**src/rtl/array_allocator.sv**
```systemverilog
// Array-slot allocator: hands out heap array ids, reusing freed ids LIFO before fresh ones.
// All responses are registered one-cycle pulses; an alloc paired with a valid free reuses freeId directly.
module array_allocator #(
  parameter int MemoryElementWidth = 12,
  parameter int NArrays            = 4
) (
  input  logic                          clock,
  input  logic                          reset,
  input  logic                          allocReq,
  input  logic                          freeReq,
  input  logic [MemoryElementWidth-1:0] freeId,
  output logic                          allocAck,
  output logic [MemoryElementWidth-1:0] allocId,
  output logic                          allocFail,
  output logic                          freeAck,
  output logic                          freeFail,
  output logic                          sizeClear,
  output logic [MemoryElementWidth-1:0] inUse,
  output logic [MemoryElementWidth-1:0] allocs
);
  localparam int W  = MemoryElementWidth;
  localparam int IW = (NArrays > 1) ? $clog2(NArrays) : 1;
  localparam int TW = $clog2(NArrays + 1);

  logic [IW-1:0]      r_stack [NArrays];
  logic [TW-1:0]      r_top;
  logic [NArrays-1:0] r_bitmap;
  logic [W-1:0]       r_inUse, r_allocs;

  logic [IW-1:0]      n_stack [NArrays];
  logic [TW-1:0]      n_top;
  logic [NArrays-1:0] n_bitmap;
  logic [W-1:0]       n_inUse, n_allocs, n_allocId;
  logic               n_aack, n_afail, n_fack, n_ffail;

  logic [IW-1:0] w_free_idx, w_pop_idx, w_gid;
  logic          w_free_ok, w_grant;

  assign w_free_idx = freeId[IW-1:0];
  assign w_pop_idx  = IW'(r_top - TW'(1));
  assign w_free_ok  = freeReq && (freeId < W'(NArrays)) && r_bitmap[w_free_idx];

  always_comb begin
    n_stack   = r_stack;
    n_top     = r_top;
    n_bitmap  = r_bitmap;
    n_inUse   = r_inUse;
    n_allocs  = r_allocs;
    n_allocId = allocId;
    n_aack    = 1'b0;
    n_afail   = 1'b0;
    n_fack    = 1'b0;
    n_ffail   = 1'b0;
    w_grant   = 1'b0;
    w_gid     = '0;
    if (allocReq && w_free_ok) begin
      // bypass: the freed id goes straight back out, bookkeeping untouched
      n_aack    = 1'b1;
      n_fack    = 1'b1;
      n_allocId = freeId;
    end else begin
      // an invalid free changes no state, so alloc below can read r_* safely
      if (freeReq) begin
        if (w_free_ok) begin
          n_stack[IW'(r_top)]  = w_free_idx;
          n_top                = r_top + TW'(1);
          n_bitmap[w_free_idx] = 1'b0;
          n_inUse              = r_inUse - W'(1);
          n_fack               = 1'b1;
        end else begin
          n_ffail = 1'b1;
        end
      end
      if (allocReq) begin
        if (r_top != '0) begin
          n_top   = r_top - TW'(1);
          w_gid   = r_stack[w_pop_idx];
          w_grant = 1'b1;
        end else if (r_allocs < W'(NArrays)) begin
          w_gid    = IW'(r_allocs);
          n_allocs = r_allocs + W'(1);
          w_grant  = 1'b1;
        end
        if (w_grant) begin
          n_bitmap[w_gid] = 1'b1;
          n_inUse         = r_inUse + W'(1);
          n_aack          = 1'b1;
          n_allocId       = W'(w_gid);
        end else begin
          n_afail = 1'b1;
        end
      end
    end
  end

  always_ff @(posedge clock or posedge reset) begin
    if (reset) begin
      for (int i = 0; i < NArrays; i++) r_stack[i] <= '0;
      r_top     <= '0;
      r_bitmap  <= '0;
      r_inUse   <= '0;
      r_allocs  <= '0;
      allocId   <= '0;
      allocAck  <= 1'b0;
      allocFail <= 1'b0;
      freeAck   <= 1'b0;
      freeFail  <= 1'b0;
      sizeClear <= 1'b0;
    end else begin
      r_stack   <= n_stack;
      r_top     <= n_top;
      r_bitmap  <= n_bitmap;
      r_inUse   <= n_inUse;
      r_allocs  <= n_allocs;
      allocId   <= n_allocId;
      allocAck  <= n_aack;
      allocFail <= n_afail;
      freeAck   <= n_fack;
      freeFail  <= n_ffail;
      sizeClear <= n_aack;
    end
  end

  assign inUse  = r_inUse;
  assign allocs = r_allocs;
endmodule

```
**config.mk**
```make
export PLATFORM = sky130hd
export DESIGN_NAME = array_allocator
export DESIGN_NICKNAME = d
export VERILOG_FILES = /design/src/rtl/array_allocator.sv
export SDC_FILE = /design/constraint.sdc
export NUM_CORES = 1
export LEC_CHECK = 0
export ABC_AREA = 1
export ABC_CLOCK_PERIOD_IN_PS = 1700
export CORE_MARGIN = 4
export CORE_UTILIZATION = 45
export CTS_CLUSTER_SIZE = 16
export DETAILED_ROUTE_END_ITERATION = 8
export PLACE_DENSITY = 0.69
export SLEW_MARGIN = 5
export SYNTH_ARGS = -nofsm -noshare
export SYNTH_HDL_FRONTEND = slang
export SYNTH_SLANG_ARGS = --single-unit
```
**constraint.sdc**
```tcl
create_clock -name clock -period 1.7 [get_ports clock]
set_clock_uncertainty 0.05 [all_clocks]
set_input_delay 0.34 -clock clock [delete_from_list [all_inputs] [get_ports clock]]
set_output_delay 0.34 -clock clock [all_outputs]
set_load 0.02 [all_outputs]
```
# Yosys cells after proc, flatten, opt, wreduce, memory -nomap -nowiden
# Index checks and enable logic that the tools add are counted.
dict set report word_totals {
  elab_cells 94
  register_bits 55
}
dict set report classes {
  muxes 48
  n_addsub 5
  order_cmp 9
  n_reduce_logical 12
  bitwise_logic 7
}
# cell count
set op_table {}
lappend op_table {{12-bit two-way mux} 7}
lappend op_table {{12-bit by 1-bit adder with 12-bit output, second input constant} 2}
lappend op_table {{12-bit by 3-bit less-than comparator with 1-bit output, second input constant} 2}
lappend op_table {{4-bit two-way mux} 5}
lappend op_table {{1-bit two-way mux} 19}
lappend op_table {{2-bit two-way mux} 7}
lappend op_table {{3-bit two-way mux} 4}
lappend op_table {{12-bit by 1-bit subtractor with 12-bit output, second input constant} 1}
lappend op_table {{8-bit bitwise mux} 1}
lappend op_table {{3-bit >= comparator, second input constant} 2}
lappend op_table {{1-bit logical AND} 6}
lappend op_table {{2-bit by 3-bit less-than comparator with 1-bit output, second input constant} 2}
lappend op_table {{2-bit inverter with 3-bit output} 2}
lappend op_table {{4-bit AND} 1}
lappend op_table {{2-bit binary-select mux with 2-bit select} 1}
lappend op_table {{1-bit demux with 2-bit select} 2}
lappend op_table {{2-bit demux with 2-bit select} 1}
lappend op_table {{2-bit by 1-bit >= comparator with 1-bit output, second input constant} 2}
lappend op_table {{4-bit inverter} 1}
lappend op_table {{4-bit OR} 1}
lappend op_table {{4-bit AND reduction} 1}
lappend op_table {{2-bit nonzero test} 2}
lappend op_table {{3-bit by 1-bit adder with 3-bit output, second input constant} 1}
lappend op_table {{3-bit by 1-bit less-than comparator with 1-bit output, second input constant} 1}
lappend op_table {{other kinds (6)} 7}

# Depth between registers and ports, before layout
# Gate-level depths: netlist (run 1).
dict set report logic_depth {
  word_depth 15
  ltp_mapped 13
}

# Least setup slack after synthesis (run 1)
# Ideal clock, no wire load.
dict set report synth_timing {
  path_kind {reg-to-reg}
  from {reg r_top[0]}
  to {reg allocId[10]}
  setup_ns 0.116
  stages_incl_launch_ff 10
  setup_slack_ns -0.068
  t_arrival_ns 1.602
  path_cell_list {dfrtp_1 -> inv_1 -> ha_1 -> nand2_1 -> inv_1 -> o21ai_2 -> nand2_2 -> nand2_2 -> buf_4 -> nor2_1}
}
dict set report synth_between {
  elab_chain_cells 6
}
# element line_no
set synth_rtl {}
lappend synth_rtl {{start: declaration} 26} ;# logic [TW-1:0] r_top;
lappend synth_rtl {{start signal: assignment} 111} ;# r_top <= n_top;
lappend synth_rtl {{3-bit nonzero test} 75} ;# if (r_top != '0) begin
lappend synth_rtl {{1-bit two-way mux} 75}
lappend synth_rtl {{1-bit two-way mux} 74} ;# if (allocReq) begin
lappend synth_rtl {{1-bit two-way mux} 56} ;# if (allocReq && w_free_ok) begin
lappend synth_rtl {{2-bit nonzero test (no source line)} n/a}
lappend synth_rtl {{2-bit AND reduction (no source line)} n/a}
lappend synth_rtl {{end signal: assignment} 115} ;# allocId <= n_allocId;
lappend synth_rtl {{end: declaration} 13} ;# output logic [MemoryElementWidth-1:0] allocId,
# No other way between the ends. The select of a mux whose other input is x is not followed.
# A chain may end at the register's enable or synchronous reset.

# Worst setup path in the final report (run 1)
dict set report layout_timing {
  from {reg r_inUse[0], in the netlist inUse[0]}
  to {reg r_inUse[6], in the netlist inUse[6]}
}
dict set report layout_between {
  elab_chain_cells 5
  elab_cells_between_ends 6
}
# element line_no
set layout_rtl {}
lappend layout_rtl {{start: declaration} 28} ;# logic [W-1:0] r_inUse, r_allocs;
lappend layout_rtl {{start signal: assignment} 113} ;# r_inUse <= n_inUse;
lappend layout_rtl {{12-bit by 1-bit subtractor with 12-bit output} 68} ;# n_inUse = r_inUse - W'(1);
lappend layout_rtl {{12-bit two-way mux} 64} ;# if (w_free_ok) begin
lappend layout_rtl {{12-bit two-way mux} 63} ;# if (freeReq) begin
lappend layout_rtl {{12-bit two-way mux} 84} ;# if (w_grant) begin
lappend layout_rtl {{12-bit two-way mux (*)} 74}
# Mark *: on every way between the ends. The rest lies on a longest branch, timed or not.

==> out/qor.txt, run 1 <==
status: completed
WS Path Type: reg -> reg
syn_area_per_cell: 7.68 sq um
Num CTS Buffers: 5
CP max-delay cell: dfrtp_2
Worst Path Arrival: 1.87 ns
Setup TNS: 0 ns
Seq cells post-synth: 55
CP delay by family, top: flip-flops
via count: 2981
pin count of the biggest net entering global routing: 56
syn nets: 423
Final min period: 1.68 ns
clock buffer depth: 2
routed length per instance: 14.7 um
vias in the first global route: 2896
Async SR Flop Fraction: 100%
required time worst endpoint: 1.89 ns
FMAX: 594 MHz
GRT overflow: 0
reg2reg end: inUse[6]
hpwl dp: 6.05 mm
simple-gate share of the synthesized area: 32.2%
CP max FO: 5
reg-to-reg setup timing slack: 0.02 ns
Layout area overhead: 46.4%
worst r2r path cells: 8
io pins: 57
CTS tree: done
Setup crit end kind: register
Starting Density: 47.2%
worst hold stages: 0
FILL cells: 525
yosys warns: 0
PwrDens: 1250 mW/mm^2
cell breakdown of the critical path: inv_2 -> ha_1 -> inv_1 -> nor3_2 -> buf_4 -> nand2_4 -> xor2_2 -> o21ai_1
multiplexer area fraction after synthesis: 0%
Finish-stage setup viols: 0
Core Util, Final: 69.1%
Post-Synth Adder-Cell Area: 3.27%
Synth Instances: 399
RePlAce Congestion: 0.919
DRT iter0 DRCs: 185
crit path launch type: register
vias per cell: 5.15
first-pass GRT wire length: 13.5 mm
type of the worst min-delay path: reg -> reg
layout cells sized above 1: 28.9%
Die X: 90.5 um
WP buf/inv: 3
Final ANT Viol Nets: 0
crit-path max cell delay: 0.48 ns
antenna violations before repair: 0
post-synthesis sequential area ratio: 44.9%
Total Routing Usage GR: 19.8%
DRT Wirelength: 8.53 mm
hold buffers post-CTS: 0
post-synthesis instance area: 0.00307 sq mm
xor/xnor share of the synthesized area: 3.43%
Die Ht: 90.5 um
Nets: 525
Synth Flop Type: dfrtp_1
Max VDD drop: 0.000582 V
R2R Path Start: inUse[0]
clk slew on worst S/H paths: 0.10 ns
Post-synth EDFFs: 0
Worst Max-Slew Pin Slew: 0.309 ns
Finished Layout Cells: 579
die area: 0.00820 sq mm
drt pass-1 iters: 4
commonest non-fill, non-tap cell in the layout: nand2_1
CTS root buffer: clkbuf_8
Final period util: 99.0%
DRC Markers: 0
Clock Latency Late Sink: 0.31 ns
CTS Sinks: 55
Cell Rows: 29
relative slew slack: 79.4%
ant diodes: 0
Slew Viols, Final: 0
# Max-Cap Violations: 0
Final Hold Viols: 0
compound-cell area share of the yosys netlist: 7.51%
Pleak: 2.51 nW
final hold slack: 0.355 ns
placed cells: 565
Hold Path End: allocs[5]
largest family of logic cells by synthesized area: simple AND/OR/NAND/NOR gates
Port-buffer cells: 56
H-tree depth: 2
Distinct cells, synth: 33
core area: 0.00649 sq mm
commonest cells after routing, fill and taps aside: nand2_1, dfrtp_1, buf_4, nor2_1, inv_1
Hold Startpoint: allocs[5]
## stage by stage
step                      total power (W)  cell area, sq um  setup slack, ns
after floorplan                   0.00340              3070           0.0132
after global placement            0.00446              4030           -0.406
after detailed placement          0.00450              4030           -0.422
after CTS                         0.00533              4180         0.000159
after global routing              0.00600              4490          -0.0444
final                             0.00560              4490           0.0165
## per-layer routing
layer  vias up  share of wire (%)  GRT usage (%)
met5         -                  0              0
met2        98                 48           32.1
met3        14                6.4           3.67
met1      1407                 43           27.4
met4         0                1.7           4.97
li1       1462                  -              -
## repair_timing
item	4_1_cts	5_1_grt
gates cloned	0	0
endpoints found under the setup margin	29	57
endpoints found under the hold margin	0	0
gates resized for setup	30	87
pin swaps	6	30
setup buffers	2	4
## logic make-up after synthesis
logic type | Yosys count
compound gates | 41
xor+xnor | 12
fa+ha+maj | 8
buf+inv | 63
flops | 55
simple gates | 220
## flip-flops by register name (all words and copies together) (netlist names)
signal	flops
freeAck	1
allocFail	1
inUse	12
freeFail	1
allocs	12
r_top	3
r_stack	8
r_bitmap	4
allocId	12
sizeClear	1
## power by group
part | internal, W | total, W | switching (W)
Combinational | 0.00113 | 0.00273 | 0.00160
Clock | 0.000485 | 0.000924 | 0.000439
Sequential | 0.00157 | 0.00194 | 0.000368
## layout make-up
type | instances | area [sq um] | area share [%]
clock inverter | 2 | 38.8 | 0.864
sequential | 55 | 1380 | 30.8
multi-input combinational | 281 | 1640 | 36.5
clock buffer | 6 | 82.6 | 1.84
timing repair buffer | 110 | 1050 | 23.5
inverter | 48 | 195 | 4.35
tap | 77 | 96.3 | 2.15
## synth_stat cells, drive strengths merged, types with 5 or more instances
| master | instances | area [sq um] |
|---|---|---|
| nand3 | 37 | 195 |
| nor2 | 60 | 270 |
| a21oi | 7 | 35.0 |
| xor2 | 11 | 96.3 |
| nand2 | 115 | 467 |
| dfrtp | 55 | 1380 |
| clkbuf | 9 | 33.8 |
| o21ai | 27 | 143 |
| ha | 8 | 100 |
| buf | 6 | 47.5 |
| nor3 | 5 | 25.0 |
| inv | 47 | 179 |
## worst max-delay path by stage
stage                         start  slack [ns]         to  depth (start not counted)
after global placement    freeId[0]       -0.41   inUse[3]                         13
after floorplan            r_top[0]        0.01   inUse[8]                         11
after CTS                  inUse[1]      0.0002  inUse[10]                         10
final                      inUse[0]        0.02   inUse[6]                          8
after global routing       inUse[0]       -0.04   inUse[6]                          8
after detailed placement  freeId[0]       -0.42   inUse[3]                         13
Note: power is estimated with default switching activity, not from simulation.
==> run 2, diff against run 1 <==
--- a/config.mk
+++ b/config.mk
@@ -7,11 +7,13 @@
 export LEC_CHECK = 0
 export ABC_AREA = 1
 export ABC_CLOCK_PERIOD_IN_PS = 1700
+export CORE_ASPECT_RATIO = 0.9
 export CORE_MARGIN = 4
 export CORE_UTILIZATION = 45
 export CTS_CLUSTER_SIZE = 16
 export DETAILED_ROUTE_END_ITERATION = 8
 export PLACE_DENSITY = 0.69
+export RECOVER_POWER = 25
 export SLEW_MARGIN = 5
 export SYNTH_ARGS = -nofsm -noshare
 export SYNTH_HDL_FRONTEND = slang
==> run 2 against run 1 <==
  * Cell count is 1.9% higher
  * Via count fell by 0.94%
  * Die area hardly changed
  * Critical endpoint is now allocId[5]
  * Largest cell class unchanged
==> out/qor.txt, run 2 (synthesis results as in run 1) <==
DRT Wirelength: 8.23 mm (-3.5%)
area taken by flip-flops and latches: 0.00138 sq mm (unchanged)
first-pass GRT wire length: 13.2 mm (-1.9%)
R2R Path Start: inUse[1]
Layout area overhead: 44.3%
status: completed
ant diodes: 0 (unchanged)
placed cells: 577 (+2.1%)
FILL cells: 568 (+8.2%)
Gate power share: 51.3% (+2.5 points)
Nets: 523 (-0.38%)
DRC Markers: 0 (unchanged)
Sw Ratio: 43.9% (+0.95 points)
die area: 0.00820 sq mm (about the same)
Cell Int Power: 0.00310 W (-3.0%)
routed length per instance: 14.0 um (-5.3%)
pin count of the biggest net entering global routing: 56 (unchanged)
# Max-Cap Violations: 0 (unchanged)
share of power burned in the clock network: 14.1% (-2.4 points)
hpwl dp: 5.95 mm (-1.6%)
Cell Rows: 28 (-3.4%)
relative slew slack: 49.9% (-30 points)
WP buf/inv: 1 (-2)
Finish-stage setup viols: 0 (unchanged)
Total Routing Usage GR: 20.2% (+0.35 points)
CTS Sinks: 55 (unchanged)
io pins: 57 (unchanged)
Seq pwr share: 34.6% (about the same)
H-tree depth: 2 (unchanged)
drt pass-1 iters: 4 (unchanged)
crit path launch type: register
clk slew on worst S/H paths: 0.10 ns (about the same)
Setup crit end kind: primary output
FMAX: 599 MHz (+0.91%)
Worst Path Arrival: 1.28 ns (-0.59 ns)
RePlAce Congestion: 0.887 (-3.5%)
Starting Density: 46.5% (-0.65 points)
Port-buffer cells: 56 (unchanged)
Slew Viols, Final: 0 (unchanged)
vias per cell: 5.01 (-2.8%)
WS Path Type: reg -> out
clock buffer depth: 2 (unchanged)
pre-CTS WS: -0.477 ns (-0.0554 ns)
Die Ht: 86.3 um (-4.7%)
crit-path max cell delay: 0.61 ns (+0.13 ns)
worst r2r path cells: 10 (+2)
cell breakdown of the critical path: clkdlybuf4s50_1
Final Hold Viols: 0 (unchanged)
Core Util, Final: 67.2% (-1.9 points)
type of the worst min-delay path: reg -> reg
CTS tree: done
layout cells sized above 1: 29.0% (+0.12 points)
Pleak: 2.55 nW (+1.9%)
hold buffers post-CTS: 0 (unchanged)
CP max FO: 2 (-3)
Clock Latency Late Sink: 0.31 ns (about the same)
unrepaired setup endpoints after global routing: true
reg2reg end: inUse[8]
Die X: 95 um (+4.9%)
reg-to-reg setup timing slack: 0.05 ns (+0.03 ns)
final hold slack: 0.354 ns (-0.00123 ns)
area of the multi-input gates: 0.00163 sq mm (-0.69%)
core area: 0.00659 sq mm (+1.4%)
Hold Startpoint: allocs[10]
Worst Max-Slew Pin Slew: 0.752 ns (+0.443 ns)
Final ANT Viol Nets: 0 (unchanged)
final worst slack: 0.0316 ns (+0.0152 ns)
Num CTS Buffers: 5 (unchanged)
Sw Pwr: 0.00242 W (+0.81%)
commonest cells after routing, fill and taps aside: nand2_1, dfrtp_1, buf_4, nor2_1, inv_1
worst hold stages: 0 (unchanged)
PwrDens: 1250 mW/mm^2 (about the same)
vias in the first global route: 2765 (-4.5%)
DRT iter0 DRCs: 168 (-9.2%)
required time worst endpoint: 1.31 ns (-0.58 ns)
CP max-delay cell: clkdlybuf4s50_1
Finished Layout Cells: 590 (+1.9%)
Final period util: 98.1% (-0.89 points)
Final min period: 1.67 ns (-0.0152 ns)
GRT overflow: 0 (unchanged)
CP delay by family, top: buffers and inverters
Hold Path End: allocs[10]
via count: 2953 (-0.94%)
antenna violations before repair: 0 (unchanged)
Max VDD drop: 0.000721 V (+24%)
commonest non-fill, non-tap cell in the layout: nand2_1
CTS root buffer: clkbuf_8
## run 2: cell count changes in the layout (fill, tap and decap cells not counted), sizes merged, moves of 2 or more
| cell | change |
|---|---|
| clkdlybuf4s50 | -5 |
| dlymetal6s2s | +3 |
| clkbuf | +2 |
| buf | -3 |
## run 2: stage by stage
stage	setup TNS, ns	power [W]	instance area [sq um]
6_report	0	0.00552	4420
5_1_grt	-0.207	0.00594	4420
4_1_cts	0	0.00519	4140
3_5_place_dp	-17.00	0.00448	4030
3_3_place_gp	-15.65	0.00445	4030
2_1_floorplan	0	0.00340	3070
## run 2: timing repair
item,in CTS,in global routing
resized for setup,30,95
endpoints found under the hold margin,0,0
pin swaps,5,30
setup endpoints to repair,55,58
setup buffers,1,4
## run 2: per-layer routing
metal / vias up / wire, um / global-route usage (%)
met5: - / 0 / 0
met4: 0 / 95 / 4.72
met3: 13 / 574 / 3.65
met2: 99 / 3790 / 31.0
met1: 1388 / 3770 / 29.7
li1: 1453 / - / -
## run 2: area by class of cell
type,instances,area share [%]
multi-input cells,281,36.8
flip-flops and latches,55,31.3
repair buffers,108,22.8
inverters,48,4.44
well taps,90,2.55
clock buffers,6,1.87
clock inverters,2,0.368
## run 2: power groups by stage
stage	sequential (W)	combinational [W]	clock, W
2_1_floorplan	0.00208	0.00132	0
3_3_place_gp	0.00191	0.00255	0
3_5_place_dp	0.00191	0.00257	0
4_1_cts	0.00188	0.00251	0.000798
5_1_grt	0.00195	0.00314	0.000845
6_report	0.00191	0.00283	0.000779
## run 2: worst max path at each step
stage                from         end  slack [ns]  depth (start not counted)
3_3_place_gp    freeId[0]    inUse[3]       -0.45                         12
5_1_grt         allocs[2]  allocId[0]       -0.06                          8
4_1_cts         sizeClear    allocAck      0.0003                          1
2_1_floorplan    r_top[0]    inUse[8]        0.01                         11
6_report       allocId[5]  allocId[5]        0.03                          1
3_5_place_dp    freeId[0]    inUse[3]       -0.48                         12
==> run 3, diff against run 2 <==
--- a/config.mk
+++ b/config.mk
@@ -14,7 +14,7 @@
 export DETAILED_ROUTE_END_ITERATION = 8
 export PLACE_DENSITY = 0.69
 export RECOVER_POWER = 25
-export SLEW_MARGIN = 5
+export SLEW_MARGIN = 20
 export SYNTH_ARGS = -nofsm -noshare
 export SYNTH_HDL_FRONTEND = slang
 export SYNTH_SLANG_ARGS = --single-unit
==> results of run 3 <==
Final layout, timing and power as in run 2 (identical DEF).
